===== config.mk =====
export PLATFORM = sky130hd
export DESIGN_NAME = hazard_control_unit_flat
export DESIGN_NICKNAME = d
export VERILOG_FILES = /design/src/rtl/hazard_control_unit_if.sv /design/src/rtl/hazard_control_unit.sv /design/src/flat_wrapper.sv
export SDC_FILE = /design/constraint.sdc
export NUM_CORES = 1
export LEC_CHECK = 0
export CAP_MARGIN = 0
export CORE_MARGIN = 3
export CORE_UTILIZATION = 42
export DETAILED_ROUTE_END_ITERATION = 10
export GPL_TIMING_DRIVEN = 0
export PLACE_DENSITY_LB_ADDON = 0.2
export SLEW_MARGIN = 15
export SYNTH_ARGS = -nofsm -noshare
export SYNTH_HDL_FRONTEND = slang
export SYNTH_SLANG_ARGS = --single-unit

===== constraint.sdc =====
create_clock -name clock -period 1.9 [get_ports clock]
set_input_delay 0.38 -clock clock [delete_from_list [all_inputs] [get_ports clock]]
set_output_delay 0.38 -clock clock [all_outputs]
set_load 0.005 [all_outputs]

===== src/rtl/hazard_control_unit_if.sv =====
// hazard_control_unit_if
//   Groups the pipeline-hazard signals exchanged between the datapath and the
//   hazard control unit.
//   Datapath -> unit : idRs1, idRs2, idUsesRs1, idUsesRs2, exMemRead, exRd,
//                      branchTaken, imemReady
//   Unit -> datapath : pcWrite, pcSelTarget, ifIdWrite, ifIdFlush, idExFlush,
//                      stallCycles, redirectCount
//   modport slave  : the hazard control unit itself
//   modport master : the datapath (or a testbench standing in for it)
interface hazard_control_unit_if;
  logic [4:0]  idRs1;
  logic [4:0]  idRs2;
  logic        idUsesRs1;
  logic        idUsesRs2;
  logic        exMemRead;
  logic [4:0]  exRd;
  logic        branchTaken;
  logic        imemReady;
  logic        pcWrite;
  logic        pcSelTarget;
  logic        ifIdWrite;
  logic        ifIdFlush;
  logic        idExFlush;
  logic [15:0] stallCycles;
  logic [15:0] redirectCount;

  modport slave (
    input  idRs1, idRs2, idUsesRs1, idUsesRs2, exMemRead, exRd,
           branchTaken, imemReady,
    output pcWrite, pcSelTarget, ifIdWrite, ifIdFlush, idExFlush,
           stallCycles, redirectCount
  );

  modport master (
    output idRs1, idRs2, idUsesRs1, idUsesRs2, exMemRead, exRd,
           branchTaken, imemReady,
    input  pcWrite, pcSelTarget, ifIdWrite, ifIdFlush, idExFlush,
           stallCycles, redirectCount
  );
endinterface


===== src/rtl/hazard_control_unit.sv =====
// hazard_control_unit
//   Pipeline hazard controller for a 5-stage in-order core. Detects load-use
//   hazards, applies branch/jump redirects, and holds the front end while the
//   instruction memory is not ready. A redirect issued while a fetch is still
//   outstanding waits for that stale fetch and discards it.
//   Ports:
//     clock : rising-edge clock
//     reset : synchronous, active-high reset
//     bus   : hazard_control_unit_if.slave (hazard inputs, pipeline controls,
//             stall/redirect statistics counters)
//   The pipeline controls are combinational from the state and the inputs;
//   the state and the two saturating counters are registered.
module hazard_control_unit (
  input  logic                   clock,
  input  logic                   reset,
  hazard_control_unit_if.slave   bus
);

  typedef enum logic [1:0] {
    RUN           = 2'd0,
    IMEM_WAIT     = 2'd1,
    REDIRECT_WAIT = 2'd2
  } state_t;

  state_t      state_r;
  state_t      next_state_s;
  logic [15:0] stall_cycles_r;
  logic [15:0] redirect_count_r;

  logic load_use_s;
  logic pc_write_s;
  logic pc_sel_target_s;
  logic if_id_write_s;
  logic if_id_flush_s;
  logic id_ex_flush_s;

  // Load-use hazard: decode reads the register a load in execute will write.
  always_comb begin
    load_use_s = 1'b0;
    if (bus.exMemRead && (bus.exRd != 5'd0) &&
        ((bus.idUsesRs1 && (bus.idRs1 == bus.exRd)) ||
         (bus.idUsesRs2 && (bus.idRs2 == bus.exRd)))) begin
      load_use_s = 1'b1;
    end else begin
      load_use_s = 1'b0;
    end
  end

  // Pipeline control decode and next-state selection.
  always_comb begin
    // Reset-state controls: hold PC, fill both pipeline registers with bubbles.
    pc_write_s      = 1'b0;
    pc_sel_target_s = 1'b0;
    if_id_write_s   = 1'b1;
    if_id_flush_s   = 1'b1;
    id_ex_flush_s   = 1'b1;
    next_state_s    = RUN;

    if (reset) begin
      next_state_s = RUN;
    end else begin
      case (state_r)
        RUN, IMEM_WAIT: begin
          if (bus.branchTaken) begin
            pc_write_s      = 1'b1;
            pc_sel_target_s = 1'b1;
            if_id_write_s   = 1'b1;
            if_id_flush_s   = 1'b1;
            id_ex_flush_s   = 1'b1;
            // Without a ready fetch the in-flight one is for the wrong path.
            next_state_s    = bus.imemReady ? RUN : REDIRECT_WAIT;
          end else if (load_use_s) begin
            // Freeze PC and IF/ID, bubble into execute; fetch is replayed.
            pc_write_s    = 1'b0;
            if_id_write_s = 1'b0;
            if_id_flush_s = 1'b0;
            id_ex_flush_s = 1'b1;
            next_state_s  = RUN;
          end else if (bus.imemReady) begin
            pc_write_s    = 1'b1;
            if_id_write_s = 1'b1;
            if_id_flush_s = 1'b0;
            id_ex_flush_s = 1'b0;
            next_state_s  = RUN;
          end else begin
            // Fetch not ready: hold PC, feed a NOP into decode.
            pc_write_s    = 1'b0;
            if_id_write_s = 1'b1;
            if_id_flush_s = 1'b1;
            id_ex_flush_s = 1'b0;
            next_state_s  = IMEM_WAIT;
          end
        end
        REDIRECT_WAIT: begin
          // Decode holds a flushed NOP here, so load-use cannot apply; any
          // arriving fetch is stale and is discarded.
          pc_write_s      = bus.branchTaken;
          pc_sel_target_s = bus.branchTaken;
          if_id_write_s   = 1'b1;
          if_id_flush_s   = 1'b1;
          id_ex_flush_s   = bus.branchTaken;
          next_state_s    = bus.imemReady ? RUN : REDIRECT_WAIT;
        end
        default: begin
          next_state_s = RUN;
        end
      endcase
    end
  end

  // State register and saturating statistics counters.
  always_ff @(posedge clock) begin
    if (reset) begin
      state_r          <= RUN;
      stall_cycles_r   <= 16'd0;
      redirect_count_r <= 16'd0;
    end else begin
      state_r <= next_state_s;
      if (!pc_write_s && (stall_cycles_r != 16'hFFFF)) begin
        stall_cycles_r <= stall_cycles_r + 16'd1;
      end else begin
        stall_cycles_r <= stall_cycles_r;
      end
      if (bus.branchTaken && (redirect_count_r != 16'hFFFF)) begin
        redirect_count_r <= redirect_count_r + 16'd1;
      end else begin
        redirect_count_r <= redirect_count_r;
      end
    end
  end

  assign bus.pcWrite       = pc_write_s;
  assign bus.pcSelTarget   = pc_sel_target_s;
  assign bus.ifIdWrite     = if_id_write_s;
  assign bus.ifIdFlush     = if_id_flush_s;
  assign bus.idExFlush     = id_ex_flush_s;
  assign bus.stallCycles   = stall_cycles_r;
  assign bus.redirectCount = redirect_count_r;

endmodule

===== src/flat_wrapper.sv =====
// flat-port wrapper written by rule: the top's interface ports become plain ports
module hazard_control_unit_flat 
  (clock, reset, bus_idRs1, bus_idRs2, bus_idUsesRs1, bus_idUsesRs2, bus_exMemRead, bus_exRd, bus_branchTaken, bus_imemReady, bus_pcWrite, bus_pcSelTarget, bus_ifIdWrite, bus_ifIdFlush, bus_idExFlush, bus_stallCycles, bus_redirectCount);
  hazard_control_unit_if bus_i ();
  input  logic clock;
  input  logic reset;
  input wire logic [$bits(bus_i.idRs1)-1:0] bus_idRs1;
  input wire logic [$bits(bus_i.idRs2)-1:0] bus_idRs2;
  input wire logic [$bits(bus_i.idUsesRs1)-1:0] bus_idUsesRs1;
  input wire logic [$bits(bus_i.idUsesRs2)-1:0] bus_idUsesRs2;
  input wire logic [$bits(bus_i.exMemRead)-1:0] bus_exMemRead;
  input wire logic [$bits(bus_i.exRd)-1:0] bus_exRd;
  input wire logic [$bits(bus_i.branchTaken)-1:0] bus_branchTaken;
  input wire logic [$bits(bus_i.imemReady)-1:0] bus_imemReady;
  output wire logic [$bits(bus_i.pcWrite)-1:0] bus_pcWrite;
  output wire logic [$bits(bus_i.pcSelTarget)-1:0] bus_pcSelTarget;
  output wire logic [$bits(bus_i.ifIdWrite)-1:0] bus_ifIdWrite;
  output wire logic [$bits(bus_i.ifIdFlush)-1:0] bus_ifIdFlush;
  output wire logic [$bits(bus_i.idExFlush)-1:0] bus_idExFlush;
  output wire logic [$bits(bus_i.stallCycles)-1:0] bus_stallCycles;
  output wire logic [$bits(bus_i.redirectCount)-1:0] bus_redirectCount;
  assign bus_i.idRs1 = bus_idRs1;
  assign bus_i.idRs2 = bus_idRs2;
  assign bus_i.idUsesRs1 = bus_idUsesRs1;
  assign bus_i.idUsesRs2 = bus_idUsesRs2;
  assign bus_i.exMemRead = bus_exMemRead;
  assign bus_i.exRd = bus_exRd;
  assign bus_i.branchTaken = bus_branchTaken;
  assign bus_i.imemReady = bus_imemReady;
  assign bus_pcWrite = bus_i.pcWrite;
  assign bus_pcSelTarget = bus_i.pcSelTarget;
  assign bus_ifIdWrite = bus_i.ifIdWrite;
  assign bus_ifIdFlush = bus_i.ifIdFlush;
  assign bus_idExFlush = bus_i.idExFlush;
  assign bus_stallCycles = bus_i.stallCycles;
  assign bus_redirectCount = bus_i.redirectCount;
  hazard_control_unit u_core (.clock(clock), .reset(reset), .bus(bus_i));
endmodule

==> results_dict.tcl, run 1 <==
set metrics [dict create \
    status "complete, but fails checks" \
    violations "negative setup slack" \
    async_flop_share_pct 0 \
    cts_buffers 5 \
    antenna_found_initial 0 \
    holdWs_ps 519 \
    end_kind "output port" \
    vias 2086 \
    slew_headroom_pct 59.3 \
    p_per_area_mw_per_mm2 487 \
    root_buffer "clkbuf_8" \
    hp-class "register to register" \
    drtIter0Drc 118 \
    setup_slack_ps -184 \
    overflow 0 \
    ir_worst_vdd_v 0.000418 \
    setup_tns_ps -1520 \
    holdPathEnd "u_core.bus.stallCycles[9]$_SDFFE_PP0P_" \
    reg2regPathDepth 6 \
    ys.flop_type "dfxtp_1" \
    synth.avg_cell_area_um2 8.34 \
    cts_buffer_depth 2 \
    setup_viol 18 \
    cts_hold_buf 0 \
    ys_top_cells_by_area "dfxtp_1, xor2_1, nor2_1" \
    grt.total_usage_pct 21.7 \
    clock_latency_ps 290 \
    place_hpwl_um 3610 \
    drv_cap 0 \
    fin_nets 335 \
    first_pass_iters 4 \
    yosys_register_bits 34 \
    grt_pass1_vias 2038 \
    ioPinCount 59 \
    synth_most_common_cell "dfxtp_1" \
    p_total_uw 1510 \
    cp.arrival_ps 1700 \
    htree_levels 2 \
    syn_to_final_growth_pct 66.6 \
    worst_pin_slew_ps 610 \
    critPathMaxFanout 3 \
    core-area_mm2 0.00414 \
    routed_wl_um 6130 \
    syn_nets 247 \
    cp.required_ps 1520 \
    hold_violations 0 \
    cellLeakagePower_uw 0.00111 \
    ff_latch_area_um2 707 \
    yosys.area.top_type "dfxtp_1" \
    drive_above_1_share_pct 33.1 \
    die_x_um 72.6 \
    cts_tree "built" \
    ys_types 40 \
    syn_area_mm2 0.00186 \
    startpoint "bus_exRd[0]" \
    fp-row-count 23 \
    multi_input_area_mm2 0.00143 \
    whs_path_depth 2 \
    grt_max_degree 11 \
    die_h_um 72.6 \
    synthCells 223 \
    io_buffers 58 \
    yosysSeqAreaShare_pct 36.6 \
    wl_per_cell_um 17.0 \
    via_per_inst 5.78 \
    fin_crit_ps 2080 \
    rrSetupSlack_ps -30 \
    fillers 285 \
    clock-sinks 34 \
    grt_first_pass_wirelength_um 9160 \
    cts.clk_slew.worst_paths_ps 70 \
    start_util_pct 44.9 \
    synth_top_area_share_pct 36.6 \
    synth_common_cells "dfxtp_1, nor2_1, nand3_1, xor2_1, a21oi_1" \
    r2r_end "u_core.bus.stallCycles[5]$_SDFFE_PP0P_" \
    slew_violations 0 \
    startpoint_type "input pin" \
    rsz0062_at_grt "true" \
    worstReg2RegStart "u_core.bus.stallCycles[4]$_SDFFE_PP0P_" \
    skew_ps 7.93 \
    drc 0 \
    drtAntennaViolNets 0 \
    ys_warn_count 0 \
    diodes 0 \
    critical_path_class "input pin to output port" \
    min_from "u_core.bus.stallCycles[9]$_SDFFE_PP0P_" \
    fmax_ghz 0.480 \
    routabilityCongestion 0.885 \
    fin_crit_sh_pct 110 \
    synth_edf_count 0 \
    fp.dieArea_mm2 0.00526 \
]
## flip-flops by register name (all words and copies together) (netlist names)
signal / flops
u_core.state_r: 2
u_core.bus.redirectCount: 16
u_core.bus.stallCycles: 16
## per-stage QoR
step,util [%],setup WS (ps),cells,area [µm²]
2_1_floorplan,-,-69.8,223,1880
3_3_place_gp,60.8,-1030,331,2520
3_5_place_dp,60.8,-991,331,2520
4_1_cts,67.3,-146,351,2790
5_1_grt,74.8,-260,361,3100
6_report,74.8,-184,361,3100
## worst max path at each step
stage | to | slack (ps)
2_1_floorplan | u_core.bus.stallCycles[10]$_SDFFE_PP0P_ | -70
3_3_place_gp | bus_pcWrite | -1030
3_5_place_dp | bus_pcWrite | -990
4_1_cts | u_core.bus.stallCycles[10]$_SDFFE_PP0P_ | -150
5_1_grt | bus_pcWrite | -260
6_report | bus_pcWrite | -180
## cells by family after synthesis
| kind of cell | after synthesis | synth area share, % |
|---|---|---|
| AO/OA/AOI/OAI | 38 | 13.9 |
| AND/OR/NAND/NOR | 104 | 29.6 |
| XOR/XNOR | 22 | 10.4 |
| adder cells (fa/ha/maj) | 2 | 1.34 |
| buffers and inverters | 15 | 3.50 |
| multiplexers | 8 | 4.77 |
| flip-flops | 34 | 36.6 |
## worst max-delay path: stages
cell and delay (ps):
buf_6 100, xor2_1 150, nor4_2 320, a32oi_2 200, buf_4 190, o21ai_2 140, nand2_1 90, buf_2 130
## timing repair
item | 4_1_cts | 5_1_grt
setup endpoints to repair | 29 | 26
gates resized for setup | 107 | 54
gates cloned | 0 | 1
pin swaps | 17 | 22
buffers inserted | 16 | 10
## area by class of cell
cell class / count / share of cell area, %
Timing Repair Buffer: 81 / 23.8
Buffer: 6 / 1.66
Multi-Input combinational cell: 174 / 46.1
Tap cell: 50 / 2.02
Inverter: 9 / 1.17
Clock buffer: 7 / 2.46
Sequential cell: 34 / 22.8
## per-layer routing
| metal | vias up | global-route usage, % | wire [µm] |
|---|---|---|---|
| met2 | 91 | 38.2 | 3100 |
| met5 | - | 0 | 0 |
| met1 | 989 | 25.1 | 2470 |
| met4 | 0 | 8.40 | 123 |
| li1 | 992 | - | - |
| met3 | 14 | 5.26 | 435 |
## cell usage in the layout, fill, tap and decap left out, types with 6 or more instances in the layout
master,count
a21oi_1,7
buf_2,9
buf_4,20
buf_6,7
clkdlybuf4s50_1,36
dfxtp_1,23
dfxtp_2,6
inv_1,8
nand2_1,7
nand3_1,17
nand4_1,7
nor2_1,29
nor2b_1,7
nor4_4,6
xor2_1,17
## where the power goes
part	switching, µW	total, µW	leakage, µW	internal, µW
clock network	262	515	0.0000383	252
logic	127	257	0.000793	131
registers	18.0	738	0.000281	720
total	407	1510	0.00111	1100
Note: power is estimated with default switching activity, not from simulation.
==> run 2, diff against run 1 <==
--- a/config.mk
+++ b/config.mk
@@ -6,7 +6,6 @@
 export NUM_CORES = 1
 export LEC_CHECK = 0
 export CAP_MARGIN = 0
-export CORE_MARGIN = 3
 export CORE_UTILIZATION = 42
 export DETAILED_ROUTE_END_ITERATION = 10
 export GPL_TIMING_DRIVEN = 0
==> run 2 against run 1 <==
The flow still finishes with violations (negative setup slack). Fmax fell by 6.8%. First-iteration DRC count grew 56%. Sequential share of layout area down 1.6 points. Largest power group is now the clock network.
==> results_dict.tcl, run 2 (synthesized netlist as in run 1, its figures left out) <==
set metrics [dict create \
    grt_first_pass_wirelength_um 9110 \
    drive_above_1_share_pct 34.3 \
    via_per_inst 5.65 \
    p_per_area_mw_per_mm2 580 \
    overflow 0 \
    clock-sinks 34 \
    seq_power_share_pct 39.4 \
    grt_pass1_vias 1958 \
    skew_ps 9.36 \
    ff_latch_area_um2 687 \
    r2r_end "u_core.bus.stallCycles[9]$_SDFFE_PP0P_" \
    cts.clk_slew.worst_paths_ps 70 \
    critical_path_class "input pin to register" \
    place_hpwl_um 3530 \
    drtAntennaViolNets 0 \
    drc 0 \
    diodes 0 \
    die_x_um 68.6 \
    fmax_ghz 0.447 \
    holdWs_ps 508 \
    fp-row-count 23 \
    rsz0062_at_grt "true" \
    routabilityCongestion 0.792 \
    clock_latency_ps 290 \
    antenna_found_initial 0 \
    drv_cap 0 \
    io_buffers 58 \
    cts_buffer_depth 2 \
    routed_wl_um 6630 \
    setup_tns_ps -4400 \
    status "complete, but fails checks" \
    startpoint_type "input pin" \
    end_kind "register" \
    vias 2098 \
    slew_headroom_pct 56.9 \
    root_buffer "clkbuf_8" \
    swShare_pct 23.4 \
    wl_per_cell_um 17.9 \
    fin_crit_ps 2240 \
    rrSetupSlack_ps -170 \
    endpoint "u_core.bus.stallCycles[10]$_SDFFE_PP0P_" \
    grt.total_usage_pct 26.6 \
    p_sw_uw 439 \
    p_clk_share_pct 44.6 \
    first_pass_iters 4 \
    worst_pin_slew_ps 644 \
    slew_violations 0 \
    setup_viol 20 \
    syn_to_final_growth_pct 74.0 \
    cellLeakagePower_uw 0.00117 \
    layout_common_cells "clkdlybuf4s50_1, dfxtp_1, nor2_1, buf_4, nand3_1" \
    cp.arrival_ps 2410 \
    ioPinCount 59 \
    start_util_pct 45.2 \
    fillers 256 \
    cp.required_ps 2070 \
    critPathMaxFanout 4 \
    multi_input_area_mm2 0.00144 \
    pwr-share-comb_pct 16.0 \
    cts_buffers 5 \
    fin_crit_sh_pct 118 \
    hp-class "register to register" \
    layout_commonest_cell "clkdlybuf4s50_1" \
    cts_hold_buf 0 \
    drtIter0Drc 184 \
    post-place-ws_ps -1020 \
    p_int_uw 1440 \
    reg2regPathDepth 5 \
    violations "negative setup slack" \
    core-area_mm2 0.00412 \
    grt_max_degree 12 \
    ir_worst_vdd_v 0.000373 \
    fin_nets 344 \
    cts_tree "built" \
    worstReg2RegStart "u_core.bus.stallCycles[2]$_SDFFE_PP0P_" \
    htree_levels 2 \
    startpoint "bus_idRs2[0]" \
    setup_slack_ps -337 \
    hold_violations 0 \
    die_h_um 68.6 \
    fp.dieArea_mm2 0.00470 \
]
[run 2: cell count changes in the layout (fill, tap and decap cells not counted), moves of 3 or more]
cell / before / now
dfxtp_1: 23 / 31
buf_6: 7 / 13
dfxtp_2: 6 / 2
dfxtp_4: 5 / 1
buf_2: 9 / 12
mux2_1: 3 / 0
mux2_4: 4 / 7
nor4_2: 2 / 5
or4_1: 0 / 3
or4_4: 4 / 1
[run 2: worst max-delay path, cell delays in order]
cell	delay, ps
clkdlybuf4s15_1	200
xor2_1	180
nor4_2	210
a32oi_2	190
buf_4	170
buf_6	110
o21a_4	210
buf_8	130
buf_4	130
nor4_4	160
mux2_4	330
[run 2: cell type report]
class	instances	area share [%]
multi-input combinational	174	44.4
timing repair buffer	90	25.5
sequential	34	21.2
clock buffer	6	2.55
tap	50	1.93
clock inverter	2	1.86
buffer	6	1.43
inverter	9	1.12
[run 2: layer usage]
metal	wire, µm	track usage, %
met2	3330	44.7
met5	0	0
met4	231	12.5
met1	2800	31.8
met3	263	6.09
[run 2: per-stage QoR]
stage / power (µW) / util (%) / instances / area, µm²
after global routing: 1950 / 78.7 / 371 / 3240
after CTS: 1830 / 73.0 / 363 / 3000
after global placement: 940 / 61.3 / 331 / 2520
after detailed placement: 944 / 61.3 / 331 / 2520
final: 1880 / 78.7 / 371 / 3240
after floorplan: 838 / - / 223 / 1880
[run 2: how the worst min path moves through the flow]
stage | from | to | slack [ps] | cells past startpoint
final | u_core.bus.stallCycles[1]$_SDFFE_PP0P_ | u_core.bus.stallCycles[1]$_SDFFE_PP0P_ | 510 | 2
after detailed placement | u_core.bus.stallCycles[9]$_SDFFE_PP0P_ | u_core.bus.stallCycles[9]$_SDFFE_PP0P_ | 510 | 2
after global routing | u_core.bus.stallCycles[1]$_SDFFE_PP0P_ | u_core.bus.stallCycles[1]$_SDFFE_PP0P_ | 530 | 2
after floorplan | bus_imemReady | u_core.state_r[0]$_SDFF_PP0_ | 460 | 1
after CTS | u_core.bus.stallCycles[1]$_SDFFE_PP0P_ | u_core.bus.stallCycles[1]$_SDFFE_PP0P_ | 500 | 2
after global placement | u_core.bus.stallCycles[9]$_SDFFE_PP0P_ | u_core.bus.stallCycles[9]$_SDFFE_PP0P_ | 500 | 2
[run 2: power by group through the flow]
stage	sequential [µW]	clock, µW	combinational [µW]
floorplan	752	0	86.3
global route	742	885	320
CTS	739	847	247
finish	740	838	300
detailed placement	753	0	191
global placement	752	0	188
[run 2: timing repair]
action                                  CTS  global route
setup buffers                            26             8
pin swaps                                27            10
endpoints found under the setup margin   28            28
cloned                                    0             0
resized for setup                       124            33
